<file path="src/rtl/field_write_arbiter_if.sv">
// Bus bundle between three field writers and the shared TMR register.
// The master side drives requests, field descriptors and fault injection;
// the slave side returns grant/ack, the voted register value and the scrub flag.
interface field_write_arbiter_if;
  logic [2:0]      req;
  logic [2:0][2:0] off;
  logic [2:0][1:0] len;
  logic [2:0][3:0] wdat;
  logic [1:0]      seu_inj;
  logic [2:0]      seu_bit;
  logic [2:0]      gnt;
  logic            ack;
  logic [7:0]      reg_q;
  logic            err;

  modport master (
    output req, off, len, wdat, seu_inj, seu_bit,
    input  gnt, ack, reg_q, err
  );

  modport slave (
    input  req, off, len, wdat, seu_inj, seu_bit,
    output gnt, ack, reg_q, err
  );
endinterface

</file>
<file path="src/rtl/field_write_arbiter.sv">
// Round-robin arbiter for three requesters writing bit fields into one
// triple-redundant 8-bit register. A granted write is committed DEL cycles
// after the grant as a read-modify-write of the voted value into all copies.
// Single-copy upsets can be injected; an idle scrub repairs divergent copies.
module field_write_arbiter #(
  parameter int unsigned DEL = 2
) (
  input logic            clk,
  input logic            rstn,
  field_write_arbiter_if.slave bus
);

  typedef enum logic {IDLE, WAIT} state_t;

  state_t     state_q, state_d;
  logic [2:0] cnt_q, cnt_d;
  logic [1:0] last_q, last_d;
  logic [2:0] gnt_q, gnt_d;
  logic       ack_q, ack_d;
  logic       err_q;

  logic [7:0] c0, c1, c2;
  logic [7:0] maj;
  logic [7:0] merged;

  logic [2:0] off_l;
  logic [1:0] len_l;
  logic [3:0] wdat_l;

  logic [1:0] win;
  logic       grant;
  logic       commit;
  logic       scrub;
  logic       copies_eq;

  // Bitwise 2-of-3 vote.
  function automatic logic [7:0] vote3(input logic [7:0] a, input logic [7:0] b,
                                       input logic [7:0] c);
    return (a & b) | (a & c) | (b & c);
  endfunction

  // Replace bits [off +: len+1] of base with dat; bits beyond 7 are dropped.
  function automatic logic [7:0] merge_field(input logic [7:0] base, input logic [2:0] off,
                                             input logic [1:0] len, input logic [3:0] dat);
    logic [7:0] r;
    logic [3:0] lo;
    logic [3:0] hi;
    logic [3:0] idx;
    r   = base;
    lo  = {1'b0, off};
    hi  = {1'b0, off} + {2'b00, len};
    idx = 4'd0;
    for (int b = 0; b < 8; b++) begin
      if (4'(b) >= lo && 4'(b) <= hi) begin
        idx  = 4'(b) - lo;
        r[b] = dat[idx[1:0]];
      end
    end
    return r;
  endfunction

  assign maj       = vote3(c0, c1, c2);
  assign merged    = merge_field(maj, off_l, len_l, wdat_l);
  assign copies_eq = (c0 == c1) && (c1 == c2);
  assign scrub     = (state_q == IDLE) && (bus.req == 3'b000) &&
                     (bus.seu_inj == 2'd0) && !copies_eq;

  // Round-robin winner: search starts one past the last granted requester.
  always_comb begin
    logic [1:0] p0, p1, p2;
    p0 = 2'd0;
    p1 = 2'd1;
    p2 = 2'd2;
    case (last_q)
      2'd0:    begin p0 = 2'd1; p1 = 2'd2; p2 = 2'd0; end
      2'd1:    begin p0 = 2'd2; p1 = 2'd0; p2 = 2'd1; end
      default: begin p0 = 2'd0; p1 = 2'd1; p2 = 2'd2; end
    endcase
    if (bus.req[p0])      win = p0;
    else if (bus.req[p1]) win = p1;
    else                  win = p2;
  end

  // Next-state and pulse outputs for the grant/commit sequence.
  always_comb begin
    state_d = state_q;
    cnt_d   = cnt_q;
    last_d  = last_q;
    gnt_d   = 3'b000;
    ack_d   = 1'b0;
    grant   = 1'b0;
    commit  = 1'b0;
    case (state_q)
      IDLE: begin
        if (bus.req != 3'b000) begin
          grant   = 1'b1;
          state_d = WAIT;
          cnt_d   = 3'(DEL);
          last_d  = win;
          gnt_d   = 3'b001 << win;
        end
      end
      WAIT: begin
        cnt_d = cnt_q - 3'd1;
        if (cnt_q == 3'd1) begin
          commit  = 1'b1;
          ack_d   = 1'b1;
          state_d = IDLE;
        end
      end
      default: state_d = IDLE;
    endcase
  end

  // Control state and registered pulses.
  always_ff @(posedge clk or negedge rstn) begin
    if (!rstn) begin
      state_q <= IDLE;
      cnt_q   <= 3'd0;
      last_q  <= 2'd2;
      gnt_q   <= 3'b000;
      ack_q   <= 1'b0;
      err_q   <= 1'b0;
    end else begin
      state_q <= state_d;
      cnt_q   <= cnt_d;
      last_q  <= last_d;
      gnt_q   <= gnt_d;
      ack_q   <= ack_d;
      err_q   <= scrub;
    end
  end

  // Winner's field descriptor, held for the commit; no reset needed.
  always_ff @(posedge clk) begin
    if (grant) begin
      off_l  <= bus.off[win];
      len_l  <= bus.len[win];
      wdat_l <= bus.wdat[win];
    end
  end

  // Redundant copies: commit beats injection, injection beats scrub.
  always_ff @(posedge clk or negedge rstn) begin
    if (!rstn) begin
      c0 <= 8'h00;
      c1 <= 8'h00;
      c2 <= 8'h00;
    end else if (commit) begin
      c0 <= merged;
      c1 <= merged;
      c2 <= merged;
    end else if (bus.seu_inj != 2'd0) begin
      case (bus.seu_inj)
        2'd1:    c0[bus.seu_bit] <= ~c0[bus.seu_bit];
        2'd2:    c1[bus.seu_bit] <= ~c1[bus.seu_bit];
        default: c2[bus.seu_bit] <= ~c2[bus.seu_bit];
      endcase
    end else if (scrub) begin
      c0 <= maj;
      c1 <= maj;
      c2 <= maj;
    end
  end

  assign bus.gnt   = gnt_q;
  assign bus.ack   = ack_q;
  assign bus.err   = err_q;
  assign bus.reg_q = maj;

endmodule

</file>
<file path="src/flat_wrapper.sv">
// flat-port wrapper written by rule: the top's interface ports become plain ports
module field_write_arbiter_flat 
#(
  parameter int unsigned DEL = 2
)
  (clk, rstn, bus_req, bus_off, bus_len, bus_wdat, bus_seu_inj, bus_seu_bit, bus_gnt, bus_ack, bus_reg_q, bus_err);
  field_write_arbiter_if bus_i ();
  input logic clk;
  input logic rstn;
  input wire logic [$bits(bus_i.req)-1:0] bus_req;
  input wire logic [$bits(bus_i.off)-1:0] bus_off;
  input wire logic [$bits(bus_i.len)-1:0] bus_len;
  input wire logic [$bits(bus_i.wdat)-1:0] bus_wdat;
  input wire logic [$bits(bus_i.seu_inj)-1:0] bus_seu_inj;
  input wire logic [$bits(bus_i.seu_bit)-1:0] bus_seu_bit;
  output wire logic [$bits(bus_i.gnt)-1:0] bus_gnt;
  output wire logic [$bits(bus_i.ack)-1:0] bus_ack;
  output wire logic [$bits(bus_i.reg_q)-1:0] bus_reg_q;
  output wire logic [$bits(bus_i.err)-1:0] bus_err;
  assign bus_i.req = bus_req;
  assign bus_i.off = bus_off;
  assign bus_i.len = bus_len;
  assign bus_i.wdat = bus_wdat;
  assign bus_i.seu_inj = bus_seu_inj;
  assign bus_i.seu_bit = bus_seu_bit;
  assign bus_gnt = bus_i.gnt;
  assign bus_ack = bus_i.ack;
  assign bus_reg_q = bus_i.reg_q;
  assign bus_err = bus_i.err;
  field_write_arbiter #(.DEL(DEL)) u_core (.clk(clk), .rstn(rstn), .bus(bus_i));
endmodule
</file>
<file path="config.mk">
export PLATFORM = sky130hd
export DESIGN_NAME = field_write_arbiter_flat
export DESIGN_NICKNAME = d
export VERILOG_FILES = /design/src/rtl/field_write_arbiter_if.sv /design/src/rtl/field_write_arbiter.sv /design/src/flat_wrapper.sv
export SDC_FILE = /design/constraint.sdc
export NUM_CORES = 1
export LEC_CHECK = 0
export ABC_AREA = 0
export BUFFER_PORTS_ARGS = -buffer_cell sky130_fd_sc_hd__buf_4
export CAP_MARGIN = 5
export CORE_MARGIN = 1
export CORE_UTILIZATION = 45
export CTS_CLUSTER_DIAMETER = 50
export DETAILED_ROUTE_END_ITERATION = 10
export GPL_ROUTABILITY_DRIVEN = 0
export PLACE_DENSITY = 0.68
export SYNTH_ARGS = -nofsm -noshare
export SYNTH_HDL_FRONTEND = slang
export SYNTH_SLANG_ARGS = --single-unit
</file>
<file path="constraint.sdc">
create_clock -name clk -period 3 [get_ports clk]
set_clock_uncertainty 0.15 [all_clocks]
set_input_delay 0.6 -clock clk [delete_from_list [all_inputs] [get_ports clk]]
set_output_delay 0.6 -clock clk [all_outputs]
set_load 0.01 [all_outputs]
</file>
; Yosys cells after proc, flatten, opt, wreduce, memory -nomap -nowiden
; Index checks and enable logic that the tools add are counted.
[word_totals]
register_bits = 44
in_bits = 37
out_inout_bits = 13
word_cells = 164
[op_classes]
add_sub_neg = 10
magnitude_cmp = 28
n_eq_ne = 10
shifts = 1
mux = 70
bitwise = 9
n_reduce_logical = 24
[op_table]
columns = cell, n
row1 = $mux W8, 10
row2 = $lt A2 B3 Y1 const B, 11
row3 = $mux W1, 27
row4 = $and A8 B8 Y8, 3
row5 = $bwmux W8, 3
row6 = $bmux W1 S2, 10
row7 = $eq A8 B8 Y1, 2
row8 = $le A3 B4 Y1 const A, 4
row9 = $or A8 B8 Y8, 2
row10 = $logic_and A1 B1 Y1, 12
row11 = $mux W3, 4
row12 = $pmux W2 S2, 3
row13 = $bmux W1 S3, 3
row14 = $ge A3 B3 Y1 const A, 3
row15 = $ne A3 B2 Y1 const B, 3
row16 = $bmux W4 S2, 1
row17 = $le A1 B4 Y1 const A, 2
row18 = $le A2 B4 Y1 const A, 2
row19 = $reduce_and A2 Y1, 4
row20 = $sub A1 B2 Y2 const A, 4
row21 = $sub A2 B2 Y2 const A, 4
row22 = $bmux W3 S2, 1
row23 = $ge A1 B3 Y1 const A, 2
row24 = $ge A2 B3 Y1 const A, 2
row25 = other kinds (22), 30

; Logic depth before layout (Yosys ltp)
; Gate-level depths: netlist (run 1).
[depth]
word_depth = 9
ltp_mapped = 9
mapped_depth_nobuf = 8

; Worst setup path after synthesis (run 1)
; OpenSTA, ideal clock, no wires.
[synth_timing]
kind = register to register
start = reg u_core.off_l[0]
end = reg u_core.c2[5]
t_arrival_ps = 2297
required_time_ps = 2724
path_slack_ps = 427
stages_incl_launch_ff = 10
path_cell_list = edfxtp_1 -> ha_1 -> fa_1 -> buf_6 -> nor2_4 -> o21ai_1 -> a31oi_2 -> a2111oi_1 -> a311o_1 -> o32a_1
[synth_between]
elab_chain_cells = 5
[synth_rtl]
columns = element, line_no
row1 = "start, declared", field_write_arbiter.sv:26  ; logic [2:0] off_l;
row2 = "start signal, assigned", field_write_arbiter.sv:137  ; off_l <= bus.off[win];
row3 = $add A3 B2 Y4 / $sub A1 B2 Y2 (equally long branches), "field_write_arbiter.sv:51, field_write_arbiter.sv:55"
row4 = $le A3 B4 Y1 / $bmux W1 S2 (equally long branches), "field_write_arbiter.sv:54, field_write_arbiter.sv:56"
row5 = $logic_and A1 B1 Y1 / $mux W1 (equally long branches), "field_write_arbiter.sv:54, field_write_arbiter.sv:56"
row6 = $mux W1 *, field_write_arbiter.sv:54  ; if (4'(b) >= lo && 4'(b) <= hi) begin
row7 = $mux W8 *, field_write_arbiter.sv:149  ; end else if (commit) begin
row8 = "end signal, assigned", field_write_arbiter.sv:152  ; c2 <= merged;
row9 = "end signal, assigned by index", field_write_arbiter.sv:157  ; default: c2[bus.seu_bit] <= ~c2[bus.seu_bit];
row10 = "end signal, assigned", field_write_arbiter.sv:162  ; c2 <= maj;
row11 = "end, declared", field_write_arbiter.sv:22  ; logic [7:0] c0, c1, c2;
; Every way passes the cells marked *; elsewhere a longest branch is shown, timed or not. The select of a mux whose other input is x is not followed.
; A chain may end at the register's enable or synchronous reset.

; Final worst setup path (run 1)
[layout_timing]
start = reg u_core.off_l[0]
end = reg u_core.c0[7]
[layout_between]
elab_chain_cells = 5
[layout_rtl]
columns = element, line_no
row1 = branches (longest 3 deep; another with $add A3 B2 Y4), --
row2 = $mux W1 *, field_write_arbiter.sv:54
row3 = $mux W8 *, field_write_arbiter.sv:149
row4 = "end signal, assigned", field_write_arbiter.sv:150  ; c0 <= merged;
row5 = "end signal, assigned by index", field_write_arbiter.sv:155  ; 2'd1: c0[bus.seu_bit] <= ~c0[bus.seu_bit];
row6 = "end signal, assigned", field_write_arbiter.sv:160  ; c0 <= maj;
row7 = "end, declared", field_write_arbiter.sv:22
; Every way passes the cells marked *. The select of a mux whose other input is x is not followed.

==> results.sh, run 1 <==
export IMPL_status="complete, no violations"
export IMPL_vias_per_cell=5.90
export IMPL_fin_crit_ns=2.77
export IMPL_clock_root_buffer="clkbuf_8"
export IMPL_synth_seq_cells=44
export IMPL_ys_types=68
export IMPL_clk_latency_ns=0.31
export IMPL_r2r_start="u_core.off_l[0]"
export IMPL_die_width_um=88.5
export IMPL_synth_top_area_share_pct=25.3
export IMPL_synth_ff_type="dfrtp_1"
export IMPL_antenna_left=0
export IMPL_synthTopCellsByArea="dfrtp_1 (25%), ha_1 (9.3%), edfxtp_1 (8.0%)"
export IMPL_drt_met1_wl_mm=3.78
export IMPL_syn_area_um2=3370
export IMPL_cp_top_family="compound AO/OA/AOI/OAI gates"
export IMPL_critPathMaxStageDelay_ns=0.68
export IMPL_avgSynthCellArea_um2=9.38
export IMPL_final_util_pct=54.1
export IMPL_whs_ns=0.0825
export IMPL_drtIter0Drc=217
export IMPL_postCtsSetupBuffers=0
export IMPL_num_rows=31
export IMPL_grt_usage_pct=23.1
export IMPL_rsz0062_at_grt="false"
export IMPL_crit_path_end_kind="flip-flop"
export IMPL_dr_wl_met2_mm=3.83
export IMPL_slew_viol_final=0
export IMPL_critPathSlowestCell="fa_1"
export IMPL_clk_pin_slew_ns=0.10
export IMPL_finalPower_mw=3.50
export IMPL_worst_slack_ns=0.233
export IMPL_wl_per_cell_um=16.5
export IMPL_async_reset_ff_share_pct=79.5
export IMPL_syn_inst=359
export IMPL_grt_pass1_wl_mm=14.0
export IMPL_vdd_drop_max_mv=0.482
export IMPL_wirelength_mm=8.35
export IMPL_multi_input_area_um2=2060
export IMPL_synth_nets=422
export IMPL_port_buffers=49
export IMPL_clockBufferDepth=2
export IMPL_cts_sinks=44
export IMPL_r2r_slack_ns=0.23
export IMPL_setup_viol_count_final=0
export IMPL_cp_max_fo=8
export IMPL_cts_repair_resized=0
export IMPL_worstSetupPathType="flip-flop to flip-flop"
export IMPL_place_hpwl_mm=6.32
export IMPL_regArea_um2=1150
export IMPL_cts_tree="yes"
export IMPL_yosysWarnings=0
export IMPL_synth_largest_area_cell="dfrtp_1"
export IMPL_drc=0
export IMPL_cts_hold_buf=0
export IMPL_overflow=0
export IMPL_start_kind="flip-flop"
export IMPL_cp_required_ns=3.07
export IMPL_grt_pass1_vias=2849
export IMPL_dr_pass1_iters=5
export IMPL_antenna_cells=0
export IMPL_timing_fmax_mhz=361
export IMPL_critPathBufInv=0
export IMPL_wl_met3_um=627
export IMPL_finalCritPeriodShare_pct=92.2
export IMPL_cellPowerDensity_nw_per_um2=891
export IMPL_finalSetupTns_ns=0
export IMPL_dr_max_layer_used="met4"
export IMPL_grt_max_degree=36
export IMPL_power_leakage_nw=1.81
export IMPL_htreeDepth=2
export IMPL_drive_above_1_share_pct=23.2
export IMPL_rr_worst_depth=8
export IMPL_area_growth_syn_to_layout_pct=16.6
export IMPL_nets=468
export IMPL_tightest_slew_ns=0.974
export IMPL_slew_headroom_pct=34.8
export IMPL_ys_top_cells_by_count="dfrtp_1 (34), nor2_1 (33), nand2_1 (27)"
export IMPL_synth_most_common_cell="dfrtp_1"
export IMPL_via_count=2977
export IMPL_rr_endpoint="u_core.c0[7]"
export IMPL_synth_edff_count=9
export IMPL_num_fill_cells=666
export IMPL_finalHoldViolCount=0
export IMPL_maxCapViolCount=0
export IMPL_numCtsBuffers=5
export IMPL_boundaryPins=50
export IMPL_crit_chain="ha_1 -> fa_1 -> nand3b_1 -> a31oi_1 -> nor2_1 -> a211o_1 -> a21boi_0 -> o31ai_1"
export IMPL_cp_arrival_ns=2.83
export IMPL_die_area_um2=7830
export IMPL_seq_area_frac_synth_pct=34.1
export IMPL_antenna_found_initial=0
export IMPL_initial_core_util_pct=46.4
export IMPL_pre_cts_slack_ns=0.238
export IMPL_core_um2=7250
export IMPL_die_h_um=88.5
export IMPL_hold_class="input port to async pin"
==> cell usage in the layout (no fill, tap or decap), types with 10 or more instances in the layout <==
| cell | n |
|---|---|
| buf_4 | 57 |
| dfrtp_1 | 34 |
| nor2_1 | 33 |
| nand2_1 | 27 |
| ha_1 | 25 |
| a21oi_1 | 24 |
| o21ai_0 | 23 |
| inv_1 | 14 |
| mux2i_1 | 12 |
| o31ai_1 | 11 |
| o21a_1 | 11 |
| o21ai_1 | 10 |
==> per-stage QoR <==
stage          instances  cell area (µm²)
2_1_floorplan        359             3370
3_3_place_gp         497             3810
3_5_place_dp         497             3810
4_1_cts              505             3930
5_1_grt              505             3930
6_report             505             3930
==> state kept, by name, indices dropped and copies added, names as in the netlist <==
signal / flops
u_core.off_l: 3
u_core.c1: 8
u_core.cnt_q: 3
u_core.len_l: 2
u_core.bus.ack: 1
u_core.c0: 8
u_core.c2: 8
u_core.last_q: 2
u_core.wdat_l: 4
u_core.bus.gnt: 3
u_core.state_q: 1
u_core.bus.err: 1
==> metal layers <==
layer / up-vias / global-route usage, %
met1: 1392 / 31.6
met4: 0 / 6.30
met3: 12 / 5.32
met5: - / 0
met2: 130 / 36.8
li1: 1443 / -
==> worst max-delay path by stage <==
stage,start,to,depth (start not counted)
3_5_place_dp,u_core.off_l[0],u_core.c0[7],8
6_report,u_core.off_l[0],u_core.c0[7],8
4_1_cts,u_core.off_l[0],u_core.c0[7],8
3_3_place_gp,u_core.off_l[0],u_core.c0[7],8
2_1_floorplan,u_core.off_l[0],u_core.c2[5],9
5_1_grt,u_core.len_l[0],u_core.c0[7],8
==> cell type report <==
class	instances	share of cell area, %
multi-input combinational	282	52.4
sequential	44	29.2
timing repair buffer	57	10.9
tap	99	3.15
clock buffer	5	1.75
inverter	15	1.43
clock inverter	3	1.15
==> kinds of logic (layout without fill, tap and decap cells) <==
family | after synthesis | after routing | synth area share [%]
AO/OA/AOI/OAI | 138 | 138 | 28.7
AND/OR/NAND/NOR | 96 | 96 | 14.6
flip-flops | 44 | 44 | 34.1
buffers and inverters | 33 | 80 | 4.83
adder cells (fa/ha/maj) | 26 | 26 | 9.88
multiplexers | 21 | 21 | 7.69
XOR/XNOR | 1 | 1 | 0.260
==> power by group <==
part	total, mW	internal [mW]	switching [mW]
logic	1.89	0.839	1.05
clock network	0.491	0.252	0.239
registers	1.12	0.869	0.247
total	3.50	1.96	1.54
(Power assumes the default switching activity.)
==> run 2, diff against run 1 <==
--- a/config.mk
+++ b/config.mk
@@ -8,12 +8,12 @@
 export ABC_AREA = 0
 export BUFFER_PORTS_ARGS = -buffer_cell sky130_fd_sc_hd__buf_4
 export CAP_MARGIN = 5
-export CORE_MARGIN = 1
 export CORE_UTILIZATION = 45
 export CTS_CLUSTER_DIAMETER = 50
 export DETAILED_ROUTE_END_ITERATION = 10
 export GPL_ROUTABILITY_DRIVEN = 0
 export PLACE_DENSITY = 0.68
+export RECOVER_POWER = 50
 export SYNTH_ARGS = -nofsm -noshare
 export SYNTH_HDL_FRONTEND = slang
 export SYNTH_SLANG_ARGS = --single-unit
==> run 2 against run 1 <==
The flow now finishes with violations (capacitance limit, slew limit); clock power about the same; final cell count unchanged; sequential power about the same; total power decreased by 0.92%; die area unchanged; cell area decreased by 1.1%; combinational power about the same; via count increased by 0.37%; hold slack improved by 0.31 ns; critical path depth unchanged; first-iteration DRC count decreased by 5.5%.
==> results.sh, run 2 (same netlist as run 1, synthesis figures left out) <==
export IMPL_largestRegisters="u_core.c0 x8, u_core.c1 x8, u_core.c2 x8"
export IMPL_vias_per_cell=5.92
export IMPL_cellPowerDensity_nw_per_um2=892
export IMPL_via_count=2988
export IMPL_drc=0
export IMPL_finalHoldViolCount=0
export IMPL_rsz0062_at_grt="false"
export IMPL_port_buffers=49
export IMPL_setup_viol_count_final=0
export IMPL_met3_usage_pct=5.32
export IMPL_die_h_um=88.5
export IMPL_drtIter0Drc=205
export IMPL_pwr_share_clk_pct=14.1
export IMPL_busiest_layer="met2"
export IMPL_fin_crit_ns=2.78
export IMPL_die_width_um=88.5
export IMPL_htreeDepth=2
export IMPL_nets=468
export IMPL_timing_fmax_mhz=360
export IMPL_power_internal_mw=1.94
export IMPL_core_um2=7250
export IMPL_overflow=0
export IMPL_num_fill_cells=673
export IMPL_wl_per_cell_um=16.4
export IMPL_cp_max_fo=8
export IMPL_finalSetupTns_ns=0
export IMPL_place_hpwl_mm=6.32
export IMPL_antenna_left=0
export IMPL_grt_max_degree=36
export IMPL_vdd_drop_max_mv=0.457
export IMPL_p_sw_mw=1.53
export IMPL_hold_class="flip-flop to flip-flop"
export IMPL_cts_repair_resized=0
export IMPL_numCtsBuffers=5
export IMPL_clk_pin_slew_ns=0.10
export IMPL_met1_usage_pct=31.6
export IMPL_power_leakage_nw=1.78
export IMPL_die_area_um2=7830
export IMPL_cts_tree="yes"
export IMPL_violations="capacitance limit, slew limit"
export IMPL_cp_arrival_ns=2.84
export IMPL_grtUsageMet2_pct=36.8
export IMPL_clockBufferDepth=2
export IMPL_slew_viol_final=36
export IMPL_wirelength_mm=8.30
export IMPL_num_rows=31
export IMPL_grt_usage_pct=23.1
export IMPL_layout_common_cells="buf_4 (50), dfrtp_1 (34), nor2_1 (33)"
export IMPL_antenna_found_initial=0
export IMPL_cp_required_ns=3.07
export IMPL_dr_pass1_iters=5
export IMPL_clk_latency_ns=0.31
export IMPL_slew_headroom_pct=-29.8
export IMPL_grt_pass1_wl_mm=14.0
export IMPL_status="finished with violations"
export IMPL_grt_pass1_vias=2849
export IMPL_maxCapViolCount=1
export IMPL_cts_hold_buf=0
export IMPL_combPwrFrac_pct=53.9
export IMPL_start_kind="flip-flop"
export IMPL_crit_path_end_kind="flip-flop"
export IMPL_p_seq_share_pct=32.0
export IMPL_initial_core_util_pct=46.4
export IMPL_p_sw_share_pct=44.1
export IMPL_clock_root_buffer="clkbuf_8"
export IMPL_final_common_cell="buf_4"
export IMPL_drive_above_1_share_pct=20.4
export IMPL_worstSetupPathType="flip-flop to flip-flop"
export IMPL_postCtsSetupBuffers=0
export IMPL_tightest_slew_ns=1.95
export IMPL_finalCritPeriodShare_pct=92.5
export IMPL_cts_sinks=44
export IMPL_whs_ns=0.392
export IMPL_boundaryPins=50
export IMPL_area_growth_syn_to_layout_pct=15.4
export IMPL_antenna_cells=0
run 2: final timing paths:
| kind | startpoint | end | slack (ns) | depth (start not counted) |
|---|---|---|---|---|
| worst max-delay path | u_core.off_l[0] | u_core.c0[7] | 0.22 | 8 |
| worst min-delay path | u_core.last_q[0] | u_core.last_q[0] | 0.39 | 1 |
| worst max register to register | u_core.off_l[0] | u_core.c0[7] | 0.22 | 8 |
| worst min register to register | u_core.last_q[0] | u_core.last_q[0] | 0.39 | 1 |
| max in group asynchronous | rstn | u_core.c2[1] | 0.91 | 1 |
| min in group asynchronous | rstn | u_core.c0[0] | 0.67 | 1 |
run 2: routing by layer:
| layer | up-vias | wire [µm] |
|---|---|---|
| met1 | 1402 | 3750 |
| met4 | 0 | 118 |
| met5 | - | 0 |
| met3 | 16 | 659 |
| li1 | 1444 | - |
| met2 | 126 | 3780 |
run 2: critical path, cell delays in order, from the launching register on:
cell and delay (ns):
edfxtp_1 0.39, ha_1 0.23, fa_1 0.69, nand3b_1 0.11, a31oi_1 0.40, nor2_1 0.07, a211o_1 0.31, a21boi_0 0.13
o31ai_1 0.20
run 2: power by group through the flow:
| stage | registers (mW) | logic [mW] | clock network [mW] |
|---|---|---|---|
| after global routing | 1.15 | 2.09 | 0.522 |
| after global placement | 1.11 | 1.85 | 0 |
| final | 1.11 | 1.87 | 0.488 |
| after CTS | 1.12 | 1.89 | 0.493 |
| after floorplan | 1.06 | 1.40 | 0 |
| after detailed placement | 1.13 | 1.88 | 0 |
run 2: stage by stage:
step	instance area [µm²]	setup WS [ns]	power [mW]	cells	util [%]
global route	3890	0.0368	3.76	505	53.6
floorplan	3370	0.427	2.46	359	-
detailed placement	3810	0.238	3.00	497	52.6
finish	3890	0.225	3.47	505	53.6
global placement	3810	0.305	2.96	497	52.6
CTS	3930	0.227	3.50	505	54.1
run 2: area by class of cell:
| class | instances | area [µm²] | area share [%] |
|---|---|---|---|
| Inverter | 15 | 56.3 | 1.45 |
| Clock inverter | 3 | 45.0 | 1.16 |
| Timing Repair Buffer | 57 | 402 | 10.3 |
| Sequential cell | 44 | 1150 | 29.5 |
| Clock buffer | 5 | 68.8 | 1.77 |
| Tap cell | 99 | 124 | 3.19 |
| Multi-Input combinational cell | 282 | 2040 | 52.6 |
